--- src/rtl/sseg_dec.sv ---
// sseg_dec: snoops an active-low multiplexed 7-segment bus and publishes debounced 3-bit point codes per digit.
// Define SSEG_DEC_TIMEOUT_EN to invalidate digits that have not been refreshed for TIMEOUT_CYC cycles.
module sseg_dec #(
   parameter int DIGITS       = 4,
   parameter int SETTLE_CYC   = 4,
   parameter int STABLE_SCANS = 3,
   parameter int TIMEOUT_CYC  = 1000000
) (
   input  logic                clk,
   input  logic                rst,
   input  logic [DIGITS-1:0]   an,
   input  logic [6:0]          sseg,
   output logic [3*DIGITS-1:0] points,
   output logic [DIGITS-1:0]   valid,
   output logic                upd,
   output logic                err
);

   localparam int         IW         = (DIGITS > 1) ? $clog2(DIGITS) : 1;
   localparam logic [7:0] SETTLE_MAX = 8'(SETTLE_CYC);
   localparam logic [3:0] STABLE_MAX = 4'(STABLE_SCANS);

   if (DIGITS < 1) begin : g_bad_digits
      $error("sseg_dec: DIGITS must be at least 1");
   end
   if (SETTLE_CYC < 1 || SETTLE_CYC > 255) begin : g_bad_settle
      $error("sseg_dec: SETTLE_CYC must be in 1..255");
   end
   if (STABLE_SCANS < 1 || STABLE_SCANS > 15) begin : g_bad_stable
      $error("sseg_dec: STABLE_SCANS must be in 1..15");
   end
   if (TIMEOUT_CYC < 1) begin : g_bad_timeout
      $error("sseg_dec: TIMEOUT_CYC must be at least 1");
   end

   // Point code lookup; bit 3 flags a recognised pattern.
   function automatic logic [3:0] decode(input logic [6:0] seg);
      case (seg)
         7'b1000000: return 4'b1_000;
         7'b1111001: return 4'b1_001;
         7'b0100100: return 4'b1_010;
         7'b0110000: return 4'b1_011;
         7'b0001100: return 4'b1_100;
         7'b0110110: return 4'b1_111;
         default:    return 4'b0_000;
      endcase
   endfunction

   logic [DIGITS-1:0] an_s1, an_s2, an_q;
   logic [6:0]        sseg_s1, sseg_s2, sseg_q;
   logic [7:0]        settle_cnt;
   logic              done;

   logic [2:0]        cand   [DIGITS];
   logic [3:0]        cnt_q  [DIGITS];
   logic [2:0]        pts    [DIGITS];
   logic [DIGITS-1:0] valid_q;

   logic [IW-1:0]     sel;
   logic              legal;
   logic              same;
   logic              fire;
   logic [3:0]        dec;
   logic              dec_known;
   logic [2:0]        dec_code;
   logic [3:0]        cnt_next;
   logic              publish;
   logic              good_sample;
   logic              bad_sample;
   logic              upd_next;

   // NOTE: every variable written in always_comb gets a default first, so no path can infer a latch.
   always_comb begin
      sel = '0;
      for (int i = 0; i < DIGITS; i++) begin
         if (!an_s2[i]) sel = IW'(i);
      end
   end

   assign legal       = ($countones(~an_s2) == 1);
   assign same        = ({an_s2, sseg_s2} == {an_q, sseg_q});
   assign fire        = legal && same && (settle_cnt == SETTLE_MAX) && !done;
   assign dec         = decode(sseg_s2);
   assign dec_known   = dec[3];
   assign dec_code    = dec[2:0];
   assign good_sample = fire && dec_known;
   assign bad_sample  = fire && !dec_known;

   always_comb begin
      cnt_next = 4'd1;
      if (dec_code == cand[sel]) begin
         cnt_next = (cnt_q[sel] >= STABLE_MAX) ? STABLE_MAX : cnt_q[sel] + 4'd1;
      end
   end

   assign publish = good_sample && (cnt_next == STABLE_MAX) &&
                    ((dec_code != pts[sel]) || !valid_q[sel]);

`ifdef SSEG_DEC_TIMEOUT_EN
   localparam int          TW      = $clog2(TIMEOUT_CYC + 1);
   localparam logic [TW-1:0] TO_MAX  = TW'(TIMEOUT_CYC);
   localparam logic [TW-1:0] TO_LAST = TW'(TIMEOUT_CYC - 1);

   logic [TW-1:0]     to_cnt [DIGITS];
   logic [DIGITS-1:0] to_fire;

   // A bad sample freezes the counters so a timeout never coincides with err.
   always_comb begin
      to_fire = '0;
      for (int d = 0; d < DIGITS; d++) begin
         to_fire[d] = (to_cnt[d] == TO_LAST) && !bad_sample &&
                      !(good_sample && (sel == IW'(d)));
      end
   end

   always_ff @(posedge clk) begin
      if (rst) begin
         for (int d = 0; d < DIGITS; d++) to_cnt[d] <= '0;
      end else begin
         for (int d = 0; d < DIGITS; d++) begin
            if (good_sample && (sel == IW'(d))) begin
               to_cnt[d] <= '0;
            end else if (!bad_sample && (to_cnt[d] != TO_MAX)) begin
               to_cnt[d] <= to_cnt[d] + 1'b1;
            end
         end
      end
   end

   assign upd_next = publish || (|(to_fire & valid_q));
`else
   assign upd_next = publish;
`endif

   // NOTE: sequential state uses non-blocking assignments so every register samples pre-edge values.
   always_ff @(posedge clk) begin
      if (rst) begin
         an_s1      <= '1;
         an_s2      <= '1;
         an_q       <= '1;
         sseg_s1    <= '1;
         sseg_s2    <= '1;
         sseg_q     <= '1;
         settle_cnt <= '0;
         done       <= 1'b0;
         valid_q    <= '0;
         upd        <= 1'b0;
         err        <= 1'b0;
         // NOTE: these per-digit arrays are small register files, not RAM, so they are cleared on reset.
         for (int d = 0; d < DIGITS; d++) begin
            cand[d]  <= '0;
            cnt_q[d] <= '0;
            pts[d]   <= '0;
         end
      end else begin
         an_s1   <= an;
         an_s2   <= an_s1;
         an_q    <= an_s2;
         sseg_s1 <= sseg;
         sseg_s2 <= sseg_s1;
         sseg_q  <= sseg_s2;

         if (!same) begin
            settle_cnt <= '0;
            done       <= 1'b0;
         end else if (!legal) begin
            settle_cnt <= '0;
         end else begin
            if (settle_cnt != SETTLE_MAX) settle_cnt <= settle_cnt + 8'd1;
            if (fire) done <= 1'b1;
         end

         err <= bad_sample;
         upd <= upd_next;

         if (bad_sample) begin
            cnt_q[sel] <= '0;
         end else if (good_sample) begin
            cand[sel]  <= dec_code;
            cnt_q[sel] <= cnt_next;
            if (publish) begin
               pts[sel]     <= dec_code;
               valid_q[sel] <= 1'b1;
            end
         end

`ifdef SSEG_DEC_TIMEOUT_EN
         for (int d = 0; d < DIGITS; d++) begin
            if (to_fire[d]) begin
               valid_q[d] <= 1'b0;
               cnt_q[d]   <= '0;
            end
         end
`endif
      end
   end

   for (genvar g = 0; g < DIGITS; g++) begin : g_points
      assign points[3*g +: 3] = pts[g];
   end

   assign valid = valid_q;

endmodule
--- config.mk ---
export PLATFORM = sky130hd
export DESIGN_NAME = sseg_dec
export DESIGN_NICKNAME = d
export VERILOG_FILES = /design/src/rtl/sseg_dec.sv
export SDC_FILE = /design/constraint.sdc
export NUM_CORES = 1
export LEC_CHECK = 0
export BUFFER_PORTS_ARGS = -buffer_cell sky130_fd_sc_hd__buf_2
export CAP_MARGIN = 20
export CORE_UTILIZATION = 40
export CTS_CLUSTER_SIZE = 16
export DETAILED_ROUTE_END_ITERATION = 16
export PLACE_DENSITY_LB_ADDON = 0.12
export REMOVE_ABC_BUFFERS = 1
export SYNTH_ARGS = -nofsm -noshare
export SYNTH_HDL_FRONTEND = slang
export SYNTH_SLANG_ARGS = --single-unit
export TNS_END_PERCENT = 50
--- constraint.sdc ---
create_clock -name clk -period 4.2 [get_ports clk]
set_clock_uncertainty 0.05 [all_clocks]
set_input_delay 0 -clock clk [delete_from_list [all_inputs] [get_ports clk]]
set_output_delay 0 -clock clk [all_outputs]
set_load 0.02 [all_outputs]
==> impl_metrics.csv <==
group,metric,value,unit
logic_synthesis,synth.avg_cell_area,10.9,µm²
global_route,grt.overflow.total,0,
finish,seqCellArea,2160,µm²
logic_synthesis,post_synth_edffs,40,
finish,antenna_cells_inserted,0,
critical_path,path_max_fanout,25,
clock_network,ctsRootBufferMaster,"sky130_fd_sc_hd__clkbuf_8",
finish,number_of_fillers_in_the_final_layout,948,
clock_network,cts_htree_levels,3,
global_route,grt_pass1_vias,2628,
drt,ant_nets,0,
clock_network,cts_buffer_depth,2,
timing,fmax,295,MHz
placement,gpl.final_weighted_congestion,0.822,
drt,totalWireLength,8.61,mm
timing,slew_headroom,51.9,%
global_route,antenna_violations_before_repair,0,
clock_network,clkLatencyLatePin,0.35,ns
logic_synthesis,synth.cell_area,4160,µm²
logic_synthesis,number_of_standard_cells_after_synthesis,380,
logic_synthesis,synth_top_area_cells,"sky130_fd_sc_hd__edfxtp_1 (29%), sky130_fd_sc_hd__dfxtp_1 (23%), sky130_fd_sc_hd__or2_2 (4.7%)",
logic_synthesis,post-synth-top-area-cell,"sky130_fd_sc_hd__edfxtp_1",
pwr,power.share.combinational,8.7,%
critical_path,critPathCaptureType,"register",
drt,dr_total_vias,2789,
outcome,run_status,"completed",
placement,pre_cts_slack,0.838,ns
floorplan,effective_utilization_at_floorplan,41.9,%
timing,worst_slack,0.805,ns
drt,route.detailed.drc,0,
placement,placement.io_buffers,30,
pwr,power,1.70,mW
logic_synthesis,post-synth-top-area-fraction,28.9,%
pwr,ir_worst_vdd,0.138,mV
logic_synthesis,ys_types,69,
placement,hpwlAfterDp,6.10,mm
pwr,power_leakage,1.81,nW
timing,finalCriticalPeriod,3.40,ns
finish,post-route-util,47.2,%
drt,detail_route.vias_per_cell,5.03,
pwr,pwr-share-clk,35.7,%
finish,nNetsFinal,437,
floorplan,die_height,104,µm
timing,grt_setup_unrepaired,"no",
logic_synthesis,async_reset_ff_share,0,%
placement,dpl.cell_count,529,
drt,iter_0_drt_violations,121,
timing,worst_slew_pin_slew,0.721,ns
drt,detail_route.first_pass.iterations,4,
clock_network,postCtsSetupRepairBufs,0,
critical_path,worst-endpoint-arrival,3.35,ns
critical_path,cp.required,4.15,ns
pwr,sw_frac_of_total,23.2,%
finish,leading_cell_types_in_the_layout_fill_and_taps_excluded,"sky130_fd_sc_hd__dfxtp_1 (48), sky130_fd_sc_hd__edfxtp_1 (40), sky130_fd_sc_hd__nand2_1 (35)",
floorplan,placementRows,36,
floorplan,floorplan.core_area,9910,µm²
floorplan,io-pin-count,31,
global_route,track_usage,16.6,%
flow_run,maxCapViolCount,0,
logic_synthesis,postSynthRegisterBits,88,
timing,finalCritPeriodShare,80.8,%
floorplan,floorplan_die_area,10800,µm²
drt,route.detailed.wl_per_inst,15.5,µm
clock_network,cts.sink_count,88,
logic_synthesis,ys.flop_type,"sky130_fd_sc_hd__dfxtp_1",
timing,final_max_slew_viol_count,0,
clock_network,cts_tree,"done",
timing,sum_neg_setup_slack,0,ns
logic_synthesis,share_of_the_yosys_chip_area_belonging_to_registers,52.0,%
pwr,power_per_cell_area,363,nW/µm²
global_route,maximum_number_of_pins_on_one_net_before_global_route_repair,37,
finish,multi_input_comb_area,1770,µm²
pwr,p_int,1.30,mW
finish,drive_above_1_share,24.9,%
timing,finalSetupViolations,0,
critical_path,worstSetupPathType,"reg2reg",
finish,stdcell_count,555,
global_route,grt_first_pass_wirelength,13.9,mm
timing,hold_viol_final,0,
pwr,p_sw,0.394,mW
clock_network,clk_transition_reported_paths,0.09,ns
floorplan,floorplan.die.width,104,µm
finish,syn_to_final_growth,12.6,%
pwr,power.share.sequential,55.5,%
finish,layout_commonest_cell,"sky130_fd_sc_hd__dfxtp_1",
critical_path,worstSetupStartpointType,"register",
hold_path,worst_hold_path_type,"in2reg",
logic_synthesis,synth.yosys.warnings,0,
clock_network,cts_made_buffers,9,
sequential cells by signal, indices dropped and copies added, names as in the netlist:
register / count
an_s1: 4
an_q: 4
done: 1
cnt_q: 16
sseg_q: 7
valid: 4
cand: 12
err: 1
sseg_s1: 7
pts: 12
settle_cnt: 8
upd: 1
an_s2: 4
sseg_s2: 7
worst paths after layout:
path / from / to / slack (ns) / depth (start not counted)
worst min register to register: sseg_s1[0]$_SDFF_PP1_ / sseg_s2[0]$_SDFF_PP1_ / 0.36 / 1
worst max-delay path: an_s2[3]$_SDFF_PP1_ / cand[2][0]$_SDFFCE_PN0P_ / 0.80 / 10
worst min-delay path: rst / valid[1]$_SDFFE_PP0P_ / 0.13 / 3
worst max register to register: an_s2[3]$_SDFF_PP1_ / cand[2][0]$_SDFFCE_PN0P_ / 0.80 / 10
metal layers:
layer	wire length [µm]	global-route usage, %
met5	0	0
met4	71	4.80
met3	320	3.63
met2	3870	25.3
met1	4360	23.5
kinds of logic after synthesis:
logic type      share of synthesized area, %
simple gates                            21.3
flops                                   52.0
compound gates                          11.1
buf+inv                                 6.05
xor+xnor                                5.66
mux                                     1.84
fa+ha+maj                               1.99
other cells                           0.0902
power groups by stage:
stage	Combinational [mW]	Sequential, mW	Clock, mW
2_1_floorplan	0.0904	0.963	0
3_3_place_gp	0.135	0.963	0
3_5_place_dp	0.140	0.963	0
4_1_cts	0.148	0.943	0.629
5_1_grt	0.164	0.947	0.658
6_report	0.148	0.943	0.607
worst max-delay path, cell delays in order (launching register included):
cell                      delay, ns
sky130_fd_sc_hd__dfxtp_1       0.56
sky130_fd_sc_hd__fa_1          0.48
sky130_fd_sc_hd__inv_1         0.06
sky130_fd_sc_hd__ha_1          0.14
sky130_fd_sc_hd__ha_1          0.22
sky130_fd_sc_hd__nor2_1        0.19
sky130_fd_sc_hd__nand2_1       0.09
sky130_fd_sc_hd__nor3_2        0.16
sky130_fd_sc_hd__and4_1        0.37
sky130_fd_sc_hd__nand2_4       0.22
sky130_fd_sc_hd__o21ai_0       0.49
per-stage QoR:
| stage | instance area [µm²] | hold slack [ns] |
|---|---|---|
| after floorplan | 3990 | 0.0538 |
| after global placement | 4340 | 0.132 |
| after detailed placement | 4360 | 0.135 |
| after CTS | 4680 | 0.108 |
| after global routing | 4680 | 0.141 |
| final | 4680 | 0.128 |
layout make-up:
type | instances | area share, %
clock inverter | 1 | 0.107
timing repair buffer | 46 | 6.53
clock buffer | 14 | 4.41
tap | 133 | 3.56
multi-input combinational | 256 | 37.8
inverter | 17 | 1.36
sequential | 88 | 46.2
synthesized netlist by cell type (3+ instances only):
library cell                n
sky130_fd_sc_hd__a21oi_1    9
sky130_fd_sc_hd__and3_1     3
sky130_fd_sc_hd__buf_2      5
sky130_fd_sc_hd__buf_6     10
sky130_fd_sc_hd__clkbuf_1   7
sky130_fd_sc_hd__dfxtp_1   48
sky130_fd_sc_hd__edfxtp_1  40
sky130_fd_sc_hd__ha_1       5
sky130_fd_sc_hd__inv_1     17
sky130_fd_sc_hd__mux2i_1    5
sky130_fd_sc_hd__nand2_1   35
sky130_fd_sc_hd__nand3_1   11
sky130_fd_sc_hd__nor2_1    34
sky130_fd_sc_hd__nor2b_1    4
sky130_fd_sc_hd__nor3_1     4
sky130_fd_sc_hd__nor4_1    11
sky130_fd_sc_hd__nor4_2     4
sky130_fd_sc_hd__o21ai_0    9
sky130_fd_sc_hd__o32ai_1    3
sky130_fd_sc_hd__o41ai_2    4
sky130_fd_sc_hd__or2_2     31
sky130_fd_sc_hd__xnor2_1    7
sky130_fd_sc_hd__xor2_1    18
what timing repair did:
action,in CTS,in global routing
hold buffers,11,0
hold endpoints to repair,11,0
gates resized for setup,0,0
Power figures use the tool's default switching activity.
